<file path="config.mk">
export PLATFORM = sky130hd
export DESIGN_NAME = ws_array_controller_flat
export DESIGN_NICKNAME = d
export VERILOG_FILES = /design/src/rtl/ws_array_if.sv /design/src/rtl/ws_array_controller.sv /design/src/flat_wrapper.sv
export SDC_FILE = /design/constraint.sdc
export NUM_CORES = 1
export LEC_CHECK = 0
export BUFFER_PORTS_ARGS = -buffer_cell sky130_fd_sc_hd__buf_2
export CORE_AREA = 2 2 62 64
export DETAILED_ROUTE_END_ITERATION = 8
export DIE_AREA = 0 0 64 66
export PLACE_DENSITY = 0.73
export SYNTH_ARGS = -nofsm -noshare
export SYNTH_HDL_FRONTEND = slang
export SYNTH_SLANG_ARGS = --single-unit
</file>
<file path="constraint.sdc">
create_clock -name clk -period 6.1 [get_ports clk]
set_clock_uncertainty 0.2 [all_clocks]
set_input_delay 0.305 -clock clk [delete_from_list [all_inputs] [get_ports clk]]
set_output_delay 0.305 -clock clk [all_outputs]
set_load 0.05 [all_outputs]
</file>
<file path="src/rtl/ws_array_if.sv">
// Control bundle between a weight-stationary systolic array controller and its host.
// The host drives job requests and the stall input; the controller drives the array strobes.
interface ws_array_if #(
  parameter int ROWS  = 4,
  parameter int COLS  = 4,
  parameter int VEC_W = 8
);
  localparam int ROW_W = (ROWS > 1) ? $clog2(ROWS) : 1;

  logic             start;
  logic [VEC_W-1:0] num_vecs;
  logic             hold;
  logic             busy;
  logic             done;
  logic             mode;
  logic             pe_enable;
  logic             w_load;
  logic [ROW_W-1:0] w_row_sel;
  logic             a_rd;
  logic [VEC_W-1:0] a_addr;
  logic [ROWS-1:0]  a_valid_skew;

  modport master (
    output start, num_vecs, hold,
    input  busy, done, mode, pe_enable, w_load, w_row_sel, a_rd, a_addr, a_valid_skew
  );

  modport slave (
    input  start, num_vecs, hold,
    output busy, done, mode, pe_enable, w_load, w_row_sel, a_rd, a_addr, a_valid_skew
  );
endinterface

</file>
<file path="src/rtl/ws_array_controller.sv">
// Sequences one weight-stationary job: load ROWS weight rows, stream num_vecs activations,
// drain the array pipeline, then pulse done. hold stalls every active phase in place.
module ws_array_controller #(
  parameter int ROWS  = 4,
  parameter int COLS  = 4,
  parameter int VEC_W = 8
) (
  input  logic        clk,
  input  logic        reset,
  ws_array_if.slave   bus
);
  localparam int ROW_W     = (ROWS > 1) ? $clog2(ROWS) : 1;
  localparam int DRAIN_LEN = ROWS + COLS - 1;
  localparam int DRAIN_W   = $clog2(DRAIN_LEN + 1);

  typedef enum logic [2:0] {
    IDLE,
    LOAD_W,
    STREAM,
    DRAIN,
    DONE
  } state_t;

  state_t             state_q;
  state_t             state_d;
  logic [VEC_W-1:0]   vecs_q;
  logic [ROW_W-1:0]   row_q;
  logic [VEC_W-1:0]   addr_q;
  logic [DRAIN_W-1:0] drain_q;

  logic row_last;
  logic addr_last;
  logic drain_last;
  logic active;
  logic frozen;
  logic busy;
  logic done;
  logic mode;
  logic pe_enable;
  logic w_load;
  logic a_rd;

  assign row_last   = (row_q == ROW_W'(ROWS - 1));
  // STREAM is only entered with vecs_q >= 1, so the subtraction never underflows there.
  assign addr_last  = (addr_q == vecs_q - VEC_W'(1));
  assign drain_last = (drain_q == DRAIN_W'(DRAIN_LEN - 1));
  assign active     = (state_q == LOAD_W) || (state_q == STREAM) || (state_q == DRAIN);
  assign frozen     = active && bus.hold;

  always_ff @(posedge clk or posedge reset) begin
    if (reset) state_q <= IDLE;
    else       state_q <= state_d;
  end

  // NOTE: every output of this block gets a default first, so no path can infer a latch.
  always_comb begin
    state_d   = state_q;
    busy      = (state_q != IDLE);
    done      = (state_q == DONE);
    mode      = (state_q == STREAM) || (state_q == DRAIN);
    pe_enable = active && !bus.hold;
    w_load    = (state_q == LOAD_W) && !bus.hold;
    a_rd      = (state_q == STREAM) && !bus.hold;
    unique case (state_q)
      IDLE:    if (bus.start) state_d = LOAD_W;
      LOAD_W:  if (!bus.hold && row_last) state_d = (vecs_q == '0) ? DONE : STREAM;
      STREAM:  if (!bus.hold && addr_last) state_d = DRAIN;
      DRAIN:   if (!bus.hold && drain_last) state_d = DONE;
      DONE:    state_d = IDLE;
      default: state_d = IDLE;
    endcase
  end

  // NOTE: sequential state uses non-blocking assignments so every register samples pre-edge values.
  always_ff @(posedge clk or posedge reset) begin
    if (reset) begin
      vecs_q  <= '0;
      row_q   <= '0;
      addr_q  <= '0;
      drain_q <= '0;
    end else begin
      unique case (state_q)
        IDLE: begin
          if (bus.start) begin
            vecs_q  <= bus.num_vecs;
            row_q   <= '0;
            addr_q  <= '0;
            drain_q <= '0;
          end
        end
        LOAD_W: if (!bus.hold) row_q   <= row_last   ? '0 : row_q + ROW_W'(1);
        STREAM: if (!bus.hold) addr_q  <= addr_last  ? '0 : addr_q + VEC_W'(1);
        DRAIN:  if (!bus.hold) drain_q <= drain_last ? '0 : drain_q + DRAIN_W'(1);
        default: ;
      endcase
    end
  end

  // Row r of the array sees the activation read r cycles late; the chain stalls with the job.
  if (ROWS > 1) begin : g_skew
    logic [ROWS-1:1] chain_q;

    always_ff @(posedge clk or posedge reset) begin
      if (reset) begin
        chain_q <= '0;
      end else if (!frozen) begin
        chain_q[1] <= a_rd;
        for (int r = 2; r < ROWS; r++) chain_q[r] <= chain_q[r-1];
      end
    end

    assign bus.a_valid_skew = {chain_q, a_rd};
  end else begin : g_no_skew
    assign bus.a_valid_skew = a_rd;
  end

  assign bus.busy      = busy;
  assign bus.done      = done;
  assign bus.mode      = mode;
  assign bus.pe_enable = pe_enable;
  assign bus.w_load    = w_load;
  assign bus.w_row_sel = row_q;
  assign bus.a_rd      = a_rd;
  assign bus.a_addr    = addr_q;
endmodule

</file>
<file path="src/flat_wrapper.sv">
// flat-port wrapper written by rule: the top's interface ports become plain ports
module ws_array_controller_flat 
#(
  parameter int ROWS  = 4,
  parameter int COLS  = 4,
  parameter int VEC_W = 8
)
  (clk, reset, bus_start, bus_num_vecs, bus_hold, bus_busy, bus_done, bus_mode, bus_pe_enable, bus_w_load, bus_w_row_sel, bus_a_rd, bus_a_addr, bus_a_valid_skew);
  ws_array_if #(.ROWS(ROWS), .COLS(COLS), .VEC_W(VEC_W)) bus_i ();
  input  logic clk;
  input  logic reset;
  input wire logic [$bits(bus_i.start)-1:0] bus_start;
  input wire logic [$bits(bus_i.num_vecs)-1:0] bus_num_vecs;
  input wire logic [$bits(bus_i.hold)-1:0] bus_hold;
  output wire logic [$bits(bus_i.busy)-1:0] bus_busy;
  output wire logic [$bits(bus_i.done)-1:0] bus_done;
  output wire logic [$bits(bus_i.mode)-1:0] bus_mode;
  output wire logic [$bits(bus_i.pe_enable)-1:0] bus_pe_enable;
  output wire logic [$bits(bus_i.w_load)-1:0] bus_w_load;
  output wire logic [$bits(bus_i.w_row_sel)-1:0] bus_w_row_sel;
  output wire logic [$bits(bus_i.a_rd)-1:0] bus_a_rd;
  output wire logic [$bits(bus_i.a_addr)-1:0] bus_a_addr;
  output wire logic [$bits(bus_i.a_valid_skew)-1:0] bus_a_valid_skew;
  assign bus_i.start = bus_start;
  assign bus_i.num_vecs = bus_num_vecs;
  assign bus_i.hold = bus_hold;
  assign bus_busy = bus_i.busy;
  assign bus_done = bus_i.done;
  assign bus_mode = bus_i.mode;
  assign bus_pe_enable = bus_i.pe_enable;
  assign bus_w_load = bus_i.w_load;
  assign bus_w_row_sel = bus_i.w_row_sel;
  assign bus_a_rd = bus_i.a_rd;
  assign bus_a_addr = bus_i.a_addr;
  assign bus_a_valid_skew = bus_i.a_valid_skew;
  ws_array_controller #(.ROWS(ROWS), .COLS(COLS), .VEC_W(VEC_W)) u_core (.clk(clk), .reset(reset), .bus(bus_i));
endmodule
</file>
### Yosys cells after proc, flatten, opt, wreduce, memory -nomap -nowiden

Index checks and enable logic that the tools add are counted.
Widths: inputs -> output; s select.

| storage, ports and cells | value |
|---|---|
| word-level logic and storage cells | 64 |
| output and inout port bits | 20 |
| register bits | 27 |

| cells by class | value |
|---|---|
| reductions and logical operators | 22 |
| add/sub/neg operators | 4 |
| multiplexer cells | 18 |
| equal/unequal tests | 14 |

Operators by type and width:

| operator | number |
|---|---|
| $mux 3 | 8 |
| $mux 8 | 3 |
| $pmux 8 s2 | 1 |
| $ne 2x2->1 const B | 7 |
| $pmux 3 s4 | 1 |
| $reduce_and 3->1 | 3 |
| $add 8x1->8 const B | 1 |
| $eq 8x8->1 | 1 |
| $logic_not 8->1 | 1 |
| $sub 8x1->8 const B | 1 |
| $logic_and 1x1->1 | 7 |
| $eq 3x2->1 const B | 2 |
| $eq 3x3->1 const B | 2 |
| $mux 2 | 3 |
| $pmux 3 s2 | 1 |
| $reduce_bool 2->1 | 3 |
| $pmux 2 s2 | 1 |
| $reduce_and 4->1 | 1 |
| $add 3x1->3 const B | 1 |
| $eq 3x1->1 const B | 1 |
| $logic_not 3->1 | 1 |
| $logic_or 1x1->1 | 3 |
| $reduce_bool 3->1 | 1 |
| $add 2x1->2 const B | 1 |
| 3 further kinds | 3 |

### Longest topological paths before layout

| logic depth | value |
|---|---|
| word-level depth | 5 |
| gate-level depth with buffers | 8 |
| mapped depth without buffers | 8 |

### Worst setup path after synthesis

OpenSTA, ideal clock, no wires.

| timing | value |
|---|---|
| path type | reg-to-reg |
| start | reg u_core.addr_q[2], in the netlist u_core.bus.a_addr[2] |
| end | reg u_core.addr_q[7], in the netlist u_core.bus.a_addr[7] |
| clock period less this slack | 2.285 ns |
| path buffers | 1 |
| stages on the path, launching flop included | 8 |
| required time | 5.776 ns |
| arrival | 1.961 ns |
| path slack | 3.815 ns |
| cell sequence | dfrtp_1 -> buf_2 -> o21ba_1 -> a221oi_1 -> a41oi_1 -> nor4_4 -> nor3_1 -> a211o_1 |

| on the way | value |
|---|---|
| longest elaborated chain between the ends | 4 |

RTL lines:

| what | RTL line | source |
|---|---|---|
| start: declaration | ws_array_controller.sv:28 | `logic [VEC_W-1:0] addr_q;` |
| start signal: assignment | ws_array_controller.sv:92 | `STREAM: if (!bus.hold) addr_q <= addr_last ? '0 : addr_q + VEC_W'(1);` |
| $add 8x1->8 / $eq 8x8->1 (equally long branches) | ws_array_controller.sv:92, ws_array_controller.sv:45 |  |
| $mux 8 (*) (2 in series) | ws_array_controller.sv:92 |  |
| $pmux 8 s2 (*) | ws_array_controller.sv:82 | `unique case (state_q)` |

Mark *: on every way between the ends. The rest lies on a longest branch, timed or not. The select of a mux whose other input is x is not followed.
A chain may end at the register's enable or synchronous reset.

### Worst setup path after layout

| timing | value |
|---|---|
| start | reg u_core.state_q[1] |
| end | reg u_core.drain_q[0] |

| on the way | value |
|---|---|
| longest elaborated chain between the ends | 3 |

RTL lines:

| what | RTL line | source |
|---|---|---|
| start: declaration | ws_array_controller.sv:24 | `state_t state_q;` |
| start signal: assignment | ws_array_controller.sv:52 | `else state_q <= state_d;` |
| $eq 3x2->1 / $logic_not 3->1 (equally long branches) | ws_array_controller.sv:82 |  |
| $ne 2x2->1 (no line) / $reduce_bool 2->1 (equally long branches) | - |  |
| $reduce_and 3->1 (no line) | - |  |
| end signal: assignment | ws_array_controller.sv:93 | `DRAIN: if (!bus.hold) drain_q <= drain_last ? '0 : drain_q + DRAIN_W'(1);` |
| end: declaration | ws_array_controller.sv:29 | `logic [DRAIN_W-1:0] drain_q;` |

Several ways; a longest one is shown, not always the timed one.

==> summary.txt <==
Outcome
  – Status: complete, but fails checks
  – Violated checks: hold timing

Synth
  – Post-synth top cells: dfrtp_1, nor2_1, nand2_1
  – Synth Area per Inst: 9.350 um^2
  – Post-Synth Simple-Gate Area: 0.2188
  – Synth Area in Compound Gates: 0.1306
  – Post-synthesis sequential area ratio: 0.4327
  – Top cell type by total area after synthesis: dfrtp_1
  – Adder-cell share of the synthesized area: 0.03205
  – Synth Instances: 167
  – Synth Flop Type: dfrtp_1
  – Main combinational cell family by area after synthesis: simple AND/OR/NAND/NOR gates
  – EDFF count, synth: 0
  – Synthesized area: 0.001561 mm^2
  – Flip-flop and latch count after synthesis: 27
  – Yosys top cell area share: 0.4327
  – Mux contribution to synthesized area: 0.06410
  – Yosys warns: 0
  – Net count after synthesis: 183
  – Most numerous cell in the Yosys netlist: dfrtp_1
  – Synth async-reset ratio: 1.000
  – Area contributors post-synth: dfrtp_1, xor2_1, mux2_2, nor2_1, nand2_1
  – Xor and xnor area share after synthesis: 0.07853
  – Count of different cell masters after synthesis: 36

Worst setup path
  – Largest stage delay, worst path: 0.68 ns
  – Worst R2R End: u_core.drain_q[0]
  – CP arrival: 2.51 ns
  – Worst-path fanout max: 13
  – Reg2Reg Setup Slack: 3.63 ns
  – CP top delay family: simple AND/OR/NAND/NOR gates
  – CP Cell Sequence: nor2b_1, o21ai_0, nor2_1, a21oi_1, o21bai_1, a22o_1
  – Critical Path Start Type: register
  – Critical-path top delay cell: nor2_1
  – WP data required: 6.14 ns
  – CP Capture Type: register
  – Critical R2R Launch: u_core.state_q[1]
  – Critical path class: register to register
  – Crit path launch: u_core.state_q[1]
  – WP buf/inv: 0
  – Register-to-Register Path Depth: 6

Place
  – Dpl cell area: 0.001743 mm^2
  – Dpl hpwl: 2348 um
  – Post-placement setup slack: 3.670 ns
  – GPL Wtd Cong: 0.8333
  – Buffers on Ports: 31

Routing
  – First drt pass iteration count: 4
  – Residual DRC: 0
  – Routed len/inst: 12.37 um
  – Routed WL: 3105 um
  – Vias/cell: 5.143
  – 1st-iter DRT viols: 44
  – Via count: 1,291
  – Routed Antenna Nets: 0

Global routing
  – GRT Residual Overflow: 0
  – Largest net degree at the start of global routing: 28
  – First-pass GRT wire length: 5699 um
  – Vias in the first global route: 1,225
  – Initial antenna violation count: 0
  – GRT Total Usage: 0.1688

Floorplanning
  – Rows: 22
  – Initial core utilization: 0.4397
  – Top-Level Pins: 32
  – Die H: 66 um
  – Core Area: 0.003551 mm^2
  – Area of the die: 0.004224 mm^2
  – Die Width: 64 um

Layout
  – Final Util: 0.5208
  – Layout cells sized above 1: 0.2266
  – Area delta synth->final: 18.43%
  – Final instance area: 0.001849 mm^2
  – Antenna cells: 0
  – NumNets Final: 220

Power and ir drop
  – Worst vdd ir: 0.2392 mV
  – Power density over the cells: 441.2 mW/mm^2
  – Total power draw: 816.0 uW
  – Leakage power: 0.0009136 uW

STA
  – Tmin final: 2.467 ns
  – Fmax achieved: 0.4053 GHz
  – Hold Worst Slack: -0.02476 ns
  – Tcrit/Tclk final: 0.4045
  – Worst-Margin Slew: 0.9841 ns
  – Final setup margin: 3.633 ns
  – Unrepaired setup endpoints after global routing: no
  – Setup TNS: 0 ns
  – Finish-stage setup viols: 0
  – Final hold vios: 27
  – Slew Viols, Final: 0
  – Slew headroom: 0.3432

CTS
  – Clock Latency Late Sink: 0.33 ns
  – Clock Sink Count: 27
  – Setup Fix Bufs, Post-CTS: 0
  – TritonCTS Buffers: 3
  – Clock Tree Buf Depth: 2
  – TritonCTS clock tree: done
  – Clock root buffer: clkbuf_4
  – Worst-path clk slew: 0.14 ns
  – CTS H-Tree Depth: 1

Flow run
  – Max Cap Viol: 0

Min path
  – Hold crit path type: input port to async pin
[routing by layer]
layer / wire [um] / global-route usage / up-vias
met5: 0 / 0 / -
met1: 1594 / 0.2473 / 599
li1: - / - / 658
met2: 1357 / 0.2604 / 30
met3: 106 / 0.01193 / 4
met4: 46 / 0.06522 / 0
[state kept, by name, summed over array words and instances, names as in the netlist]
name,cells
u_core.vecs_q,8
u_core.bus.w_row_sel,2
u_core.state_q,3
u_core.bus.a_addr,8
u_core.drain_q,3
u_core.g_skew.chain_q,3
[timing repair]
action                                 4_1_cts  5_1_grt
gates resized for setup                      0        0
endpoints found under the hold margin        8        0
hold buffers                                 8        0
[worst max path at each step]
stage	end	slack (ns)	depth (start not counted)
after floorplan	u_core.bus.a_addr[7]	3.82	7
after global placement	u_core.drain_q[0]	3.68	6
after detailed placement	u_core.drain_q[0]	3.67	6
after CTS	u_core.drain_q[0]	3.64	6
after global routing	u_core.drain_q[0]	3.33	6
final	u_core.drain_q[0]	3.63	6
[cell type report]
class                      instances  area, um^2
fill                             327        1702
inverter                           9       33.78
sequential                        27       675.6
timing repair buffer              39       235.2
clock buffer                       4       26.28
multi-input combinational        124       818.3
tap                               48       60.06
[worst register-to-register path: stages (launching register included)]
cell and delay [ns]:
dfrtp_1 0.52, nor2b_1 0.20, o21ai_0 0.20, nor2_1 0.68, a21oi_1 0.15, o21bai_1 0.20
a22o_1 0.22
[stage by stage]
stage	hold WS (ns)	std cells
after floorplan	0.1577	167
after global placement	0.2853	239
after detailed placement	0.2963	239
after CTS	0.02220	251
after global routing	0.09070	251
final	-0.02476	251
[layout by cell type, fill, tap and decap left out]
master	n
o31ai_1	2
nand2_1	16
clkbuf_1	1
dlygate4sd3_1	8
a221oi_1	1
nor4_1	3
o21a_2	1
a31o_1	1
a31oi_1	1
or3_1	2
dfrtp_1	27
nand4_1	3
mux2_2	8
nand3_1	7
and4_1	1
a21oi_1	6
nor4_4	2
a211o_1	1
o21ai_0	11
ha_1	4
clkbuf_4	3
xnor2_1	3
inv_1	9
o21ba_1	1
nor2_1	18
and3_1	3
a22o_1	1
a21o_1	1
o21bai_1	1
o21a_1	1
o22ai_2	1
nor2b_1	3
a41oi_1	1
mux2i_1	1
xor2_1	11
nor3_1	8
buf_2	31
[power breakdown]
group / total (uW) / leakage [uW] / switching (uW) / internal (uW)
sequential: 320 / 0.000348 / 83.7 / 236
combinational: 419 / 0.000550 / 265 / 153
clock: 77.2 / 0.0000150 / 51.5 / 25.7
total: 816 / 0.000914 / 401 / 415
[logic make-up after synthesis]
family | after synthesis
simple gates | 66
compound gates | 31
flops | 27
buf+inv | 16
xor+xnor | 14
mux | 9
fa+ha+maj | 4
Power figures use the tool's default switching activity.
